$ cat src/rtl/fetch_sequencer_if.sv
// Bus between the fetch sequencer, its program counter and program ROM.
// The sequencer side is the master: it drives the counter controls and decoded instruction.
interface fetch_sequencer_if;
  logic        go;
  logic        hold;
  logic [7:0]  prog_byte;
  logic [11:0] pc_in;
  logic        pc_en;
  logic        pc_load;
  logic [11:0] pc_data;
  logic [3:0]  instr;
  logic [3:0]  oprnd;
  logic        instr_valid;
  logic        jump_done;
  logic        self_jump;

  modport master (
    input  go, hold, prog_byte, pc_in,
    output pc_en, pc_load, pc_data, instr, oprnd, instr_valid, jump_done, self_jump
  );

  modport slave (
    output go, hold, prog_byte, pc_in,
    input  pc_en, pc_load, pc_data, instr, oprnd, instr_valid, jump_done, self_jump
  );
endinterface

$ cat src/rtl/fetch_sequencer.sv
// Program fetch sequencer: steps an external counter through ROM, decodes one-byte
// instructions and two-byte jumps, and flags jumps that target their own address.
module fetch_sequencer #(
  parameter logic [3:0] JMP_OP = 4'hF
) (
  input  logic             clk,
  input  logic             reset,
  fetch_sequencer_if.master bus
);

  typedef enum logic [1:0] {
    IDLE   = 2'd0,
    FETCH  = 2'd1,
    JMP_LO = 2'd2
  } state_t;

  state_t      state, state_nxt;
  logic [3:0]  addr_hi, addr_hi_nxt;
  logic [11:0] jmp_addr, jmp_addr_nxt;
  logic [3:0]  instr_q, instr_nxt;
  logic [3:0]  oprnd_q, oprnd_nxt;
  logic        instr_valid_q, instr_valid_nxt;
  logic        jump_done_q, jump_done_nxt;
  logic        self_jump_q, self_jump_nxt;
  logic        pc_en_c, pc_load_c;
  logic [11:0] pc_data_c;
  logic        is_jmp;
  logic [11:0] jmp_target;

  assign is_jmp     = (bus.prog_byte[7:4] == JMP_OP);
  assign jmp_target = {addr_hi, bus.prog_byte};

  always_comb begin
    state_nxt       = state;
    addr_hi_nxt     = addr_hi;
    jmp_addr_nxt    = jmp_addr;
    instr_nxt       = instr_q;
    oprnd_nxt       = oprnd_q;
    instr_valid_nxt = 1'b0;
    jump_done_nxt   = 1'b0;
    self_jump_nxt   = self_jump_q;
    pc_en_c         = 1'b0;
    pc_load_c       = 1'b0;
    pc_data_c       = 12'h000;

    if (!bus.hold) begin
      case (state)
        IDLE: begin
          if (bus.go) state_nxt = FETCH;
        end
        FETCH: begin
          pc_en_c = 1'b1;
          if (is_jmp) begin
            // First byte of a jump: remember the high nibble and where the jump lives.
            addr_hi_nxt  = bus.prog_byte[3:0];
            jmp_addr_nxt = bus.pc_in;
            state_nxt    = JMP_LO;
          end else begin
            instr_nxt       = bus.prog_byte[7:4];
            oprnd_nxt       = bus.prog_byte[3:0];
            instr_valid_nxt = 1'b1;
            state_nxt       = bus.go ? FETCH : IDLE;
          end
        end
        JMP_LO: begin
          // The jump always completes once started; go only decides what follows.
          pc_load_c     = 1'b1;
          pc_data_c     = jmp_target;
          jump_done_nxt = 1'b1;
          if (jmp_target == jmp_addr) self_jump_nxt = 1'b1;
          state_nxt     = bus.go ? FETCH : IDLE;
        end
        default: state_nxt = IDLE;
      endcase
    end
  end

  always_ff @(posedge clk or negedge reset) begin
    if (!reset) begin
      state         <= IDLE;
      addr_hi       <= 4'h0;
      jmp_addr      <= 12'h000;
      instr_q       <= 4'h0;
      oprnd_q       <= 4'h0;
      instr_valid_q <= 1'b0;
      jump_done_q   <= 1'b0;
      self_jump_q   <= 1'b0;
    end else begin
      state         <= state_nxt;
      addr_hi       <= addr_hi_nxt;
      jmp_addr      <= jmp_addr_nxt;
      instr_q       <= instr_nxt;
      oprnd_q       <= oprnd_nxt;
      instr_valid_q <= instr_valid_nxt;
      jump_done_q   <= jump_done_nxt;
      self_jump_q   <= self_jump_nxt;
    end
  end

  // Counter controls are forced low for the whole time reset is held.
  assign bus.pc_en       = reset & pc_en_c;
  assign bus.pc_load     = reset & pc_load_c;
  assign bus.pc_data     = reset ? pc_data_c : 12'h000;
  assign bus.instr       = instr_q;
  assign bus.oprnd       = oprnd_q;
  assign bus.instr_valid = instr_valid_q;
  assign bus.jump_done   = jump_done_q;
  assign bus.self_jump   = self_jump_q;

endmodule

$ cat src/flat_wrapper.sv
// flat-port wrapper written by rule: the top's interface ports become plain ports
module fetch_sequencer_flat 
#(
  parameter logic [3:0] JMP_OP = 4'hF
)
  (clk, reset, bus_go, bus_hold, bus_prog_byte, bus_pc_in, bus_pc_en, bus_pc_load, bus_pc_data, bus_instr, bus_oprnd, bus_instr_valid, bus_jump_done, bus_self_jump);
  fetch_sequencer_if bus_i ();
  input  logic clk;
  input  logic reset;
  input wire logic [$bits(bus_i.go)-1:0] bus_go;
  input wire logic [$bits(bus_i.hold)-1:0] bus_hold;
  input wire logic [$bits(bus_i.prog_byte)-1:0] bus_prog_byte;
  input wire logic [$bits(bus_i.pc_in)-1:0] bus_pc_in;
  output wire logic [$bits(bus_i.pc_en)-1:0] bus_pc_en;
  output wire logic [$bits(bus_i.pc_load)-1:0] bus_pc_load;
  output wire logic [$bits(bus_i.pc_data)-1:0] bus_pc_data;
  output wire logic [$bits(bus_i.instr)-1:0] bus_instr;
  output wire logic [$bits(bus_i.oprnd)-1:0] bus_oprnd;
  output wire logic [$bits(bus_i.instr_valid)-1:0] bus_instr_valid;
  output wire logic [$bits(bus_i.jump_done)-1:0] bus_jump_done;
  output wire logic [$bits(bus_i.self_jump)-1:0] bus_self_jump;
  assign bus_i.go = bus_go;
  assign bus_i.hold = bus_hold;
  assign bus_i.prog_byte = bus_prog_byte;
  assign bus_i.pc_in = bus_pc_in;
  assign bus_pc_en = bus_i.pc_en;
  assign bus_pc_load = bus_i.pc_load;
  assign bus_pc_data = bus_i.pc_data;
  assign bus_instr = bus_i.instr;
  assign bus_oprnd = bus_i.oprnd;
  assign bus_instr_valid = bus_i.instr_valid;
  assign bus_jump_done = bus_i.jump_done;
  assign bus_self_jump = bus_i.self_jump;
  fetch_sequencer #(.JMP_OP(JMP_OP)) u_core (.clk(clk), .reset(reset), .bus(bus_i));
endmodule
$ cat config.mk
export PLATFORM = sky130hd
export DESIGN_NAME = fetch_sequencer_flat
export DESIGN_NICKNAME = d
export VERILOG_FILES = /design/src/rtl/fetch_sequencer_if.sv /design/src/rtl/fetch_sequencer.sv /design/src/flat_wrapper.sv
export SDC_FILE = /design/constraint.sdc
export NUM_CORES = 1
export LEC_CHECK = 0
export BUFFER_PORTS_ARGS = -buffer_cell sky130_fd_sc_hd__buf_2
export CAP_MARGIN = 10
export CORE_ASPECT_RATIO = 2
export CORE_UTILIZATION = 48
export CTS_CLUSTER_SIZE = 40
export DETAILED_ROUTE_END_ITERATION = 6
export PLACE_DENSITY = 0.84
export SLEW_MARGIN = 20
export SYNTH_ARGS = -nofsm -noshare
export SYNTH_HDL_FRONTEND = slang
export SYNTH_SLANG_ARGS = --single-unit
$ cat constraint.sdc
create_clock -name clk -period 2.4 [get_ports clk]
set_input_delay 0.36 -clock clk [delete_from_list [all_inputs] [get_ports clk]]
set_output_delay 0.36 -clock clk [all_outputs]
set_load 0.01 [all_outputs]
==> metrics.csv <==
stage,metric,value,unit
synth,synthesized area per cell,13.89,µm²
synth,synthesized area,1375,µm²
global_routing,GRT Residual Overflow,0,
drt,Avg Vias per Cell,5.374,
synth,Post-synth EDFFs,0,
sta,clk_skew,0.008337,ns
placed_design,PortBufs,48,
power,Pint,982.8,µW
global_routing,pin count of the biggest net entering global routing,36,
finish,Layout Cells excl Fill,182,
die,DIE AREA,3096,µm²
drt,# DRC,0,
finish,final instance area,1725,µm²
sta,highest clock rate,0.5051,GHz
clock_network,post-cts sizing count,0,
placed_design,DP HPWL,2.095,mm
synth,Yosys cell types,24,
clock_network,CTS tree,built,
worst_setup_path,reg2reg end,u_core.addr_hi[3],
die,die height,77.69,µm
run,max cap viols,0,
synth,Synth top area share,52.78,%
clock_network,clk sinks,29,
finish,fillers,219,
sta,RSZ-0062 raised after global routing,no,
global_routing,initial antenna violation count,0,
sta,Slew HR,59.66,%
sta,slew at the pin with the worst max-slew slack,0.6052,ns
worst_setup_path,flop2flop setup slack,0.55,ns
power,combinational fraction of design power,19.0,%
die,Ports,49,
placed_design,Final Wtd Congestion,0.7194,
worst_setup_path,crit start category,register,
synth,Synth area leaders,"dfrtp_1 (53%), mux2_4 (9.8%), mux2_2 (9.0%), and3_1 (5.5%), xor2_1 (4.5%)",
clock_network,clock tree buffer depth,2,
worst_setup_path,Reg-to-Reg Start,u_core.state[1],
clock_network,TritonCTS Buffers,5,
synth,Cells after Synth,99,
sta,Setup TNS,0,ns
finish,synthesis-to-finish area growth,25.48,%
sta,period utilisation layout,82.50,%
die,core area,2736,µm²
global_routing,Total GRT Usage,21.64,%
power,Reg power frac,47.6,%
worst_setup_path,"Req. time, crit path",2.04,ns
worst_setup_path,Critical Path Fanout Max,13,
synth,Synth Warn #,0,
finish,area of the multi-input gates,595.6,µm²
finish,share of cells above drive strength 1,56.86,%
status,status,completed,
worst_setup_path,crit path DAT,1.62,ns
sta,Pins Over Slew Limit,0,
synth,share of flip-flops with an asynchronous set or reset,100.0,%
worst_setup_path,critical path class,reg -> out,
sta,Final Hold Fails,0,
global_routing,global-route wire length before repair,4.491,mm
placed_design,Placed Cells,174,
sta,final setup fails,0,
global_routing,vias in the first global route,951,
worst_hold_path,Hold WC Path Type,in -> async,
synth,post-synthesis sequential area ratio,52.78,%
synth,"Top FF cell, synth",dfrtp_1,
drt,drt wl/cell,15.96,µm
worst_setup_path,Setup crit end kind,primary output,
power,Leak Pwr,0.9368,nW
power,NetSw,348.6,µW
placed_design,Placed Area,1624,µm²
drt,DRT Wirelength,2.905,mm
clock_network,# hold bufs at CTS,0,
sta,Final min period,1.980,ns
finish,Final nets,176,
clock_network,worst skew pair latency,0.29,ns
power,worst ir drop on vdd,0.5845,mV
power,sw frac,26.18,%
die,Starting Density,50.25,%
die,Rows,27,
clock_network,number of setup buffers added after CTS,0,
power,clock network power share,33.4,%
drt,initial drt markers,15,
drt,vias,978,
synth,Synth top cells by count,"dfrtp_1 (29), and3_1 (12), mux2_2 (11), mux2_4 (9), xor2_1 (7)",
synth,Synth area leader,dfrtp_1,
finish,Inserted Diodes,0,
synth,"count leader, synth",dfrtp_1,
clock_network,"CTS clk-pin slew, worst paths",0.06,ns
synth,Synth Net Count,123,
clock_network,CTS Root Cell,clkbuf_8,
drt,post-route ant nets,0,
drt,drt first pass iters,2,
synth,Yosys reg bits,29,
die,width of the die,39.85,µm
power,pwr dens,771.7,nW/µm²
finish,Seq. cell area,725.7,µm²
clock_network,H-tree levels,2,
worst_setup_path,reg2reg path depth,4,
## kinds of logic (layout without fill, tap and decap cells)
kind of cell / Yosys count / in the layout / share of synthesized area [%]
multiplexers: 20 / 20 / 18.84
buffers and inverters: 6 / 60 / 3.913
AND/OR/NAND/NOR: 24 / 24 / 11.83
AO/OA/AOI/OAI: 8 / 8 / 5.005
flip-flops: 29 / 29 / 52.78
XOR/XNOR: 12 / 12 / 7.643
## power by group through the flow
stage | clock network (mW) | logic [mW] | registers [mW]
3_3_place_gp | 0 | 0.247 | 0.638
4_1_cts | 0.454 | 0.257 | 0.635
5_1_grt | 0.476 | 0.279 | 0.646
6_report | 0.445 | 0.253 | 0.634
3_5_place_dp | 0 | 0.255 | 0.643
2_1_floorplan | 0 | 0.153 | 0.644
## flip-flops by register name, indices dropped and copies added (netlist names)
signal and count:
u_core.bus.jump_done 1, u_core.bus.instr_valid 1, u_core.bus.self_jump 1, u_core.addr_hi 4, u_core.bus.instr 4, u_core.jmp_addr 12
u_core.state 2, u_core.bus.oprnd 4
## through the flow
stage / util, % / power, mW / hold WS [ns] / setup slack (ns)
4_1_cts: 63.05 / 1.346 / 0.09199 / 0.4267
5_1_grt: 63.05 / 1.401 / 0.1217 / 0.3088
2_1_floorplan: - / 0.7971 / 0.06441 / 0.7437
3_3_place_gp: 59.35 / 0.8847 / 0.3843 / 0.5025
6_report: 63.05 / 1.331 / 0.07831 / 0.4201
3_5_place_dp: 59.35 / 0.8980 / 0.3972 / 0.4557
## area by class of cell
class	instances	share of cell area, %
Multi-Input combinational cell	64	34.52
Clock buffer	7	5.584
Clock inverter	1	0.2901
Tap cell	29	2.103
Sequential cell	29	42.06
Inverter	1	0.2175
Timing Repair Buffer	51	15.23
## critical path, cell delays in order, from the launching register on
cell and delay (ns):
dfrtp_1 0.41, nor3b_1 0.34, buf_4 0.25, and3_1 0.19, buf_2 0.14
## cells in the final DEF, fill, tap and decap left out, drive strengths merged
master,n
buf,51
dfrtp,29
mux2,20
and3,12
xor2,7
clkbuf,7
xnor2,5
o22a,4
nor4,2
o21ai,2
nand2,2
nor2,2
nor3b,1
inv,1
or3b,1
and2,1
and4,1
nor2b,1
nand4,1
a41o,1
a21o,1
clkinv,1
## worst max path at each step
stage	to	from	slack, ns	depth (start not counted)
3_5_place_dp	u_core.addr_hi[3]	bus_hold	0.46	5
2_1_floorplan	u_core.jmp_addr[10]	bus_hold	0.74	6
6_report	bus_pc_data[11]	u_core.state[0]	0.42	4
5_1_grt	bus_pc_data[11]	u_core.state[0]	0.31	4
3_3_place_gp	u_core.addr_hi[3]	bus_hold	0.50	5
4_1_cts	bus_pc_data[11]	u_core.state[0]	0.43	4
## per-layer routing
| metal | vias up | global-route usage, % | share of wire (%) |
|---|---|---|---|
| li1 | 456 | - | - |
| met1 | 473 | 24.56 | 40 |
| met2 | 40 | 33.28 | 51 |
| met3 | 9 | 8.000 | 6.0 |
| met4 | 0 | 11.72 | 3.1 |
| met5 | - | 0 | 0 |
Note: power is estimated with default switching activity, not from simulation.
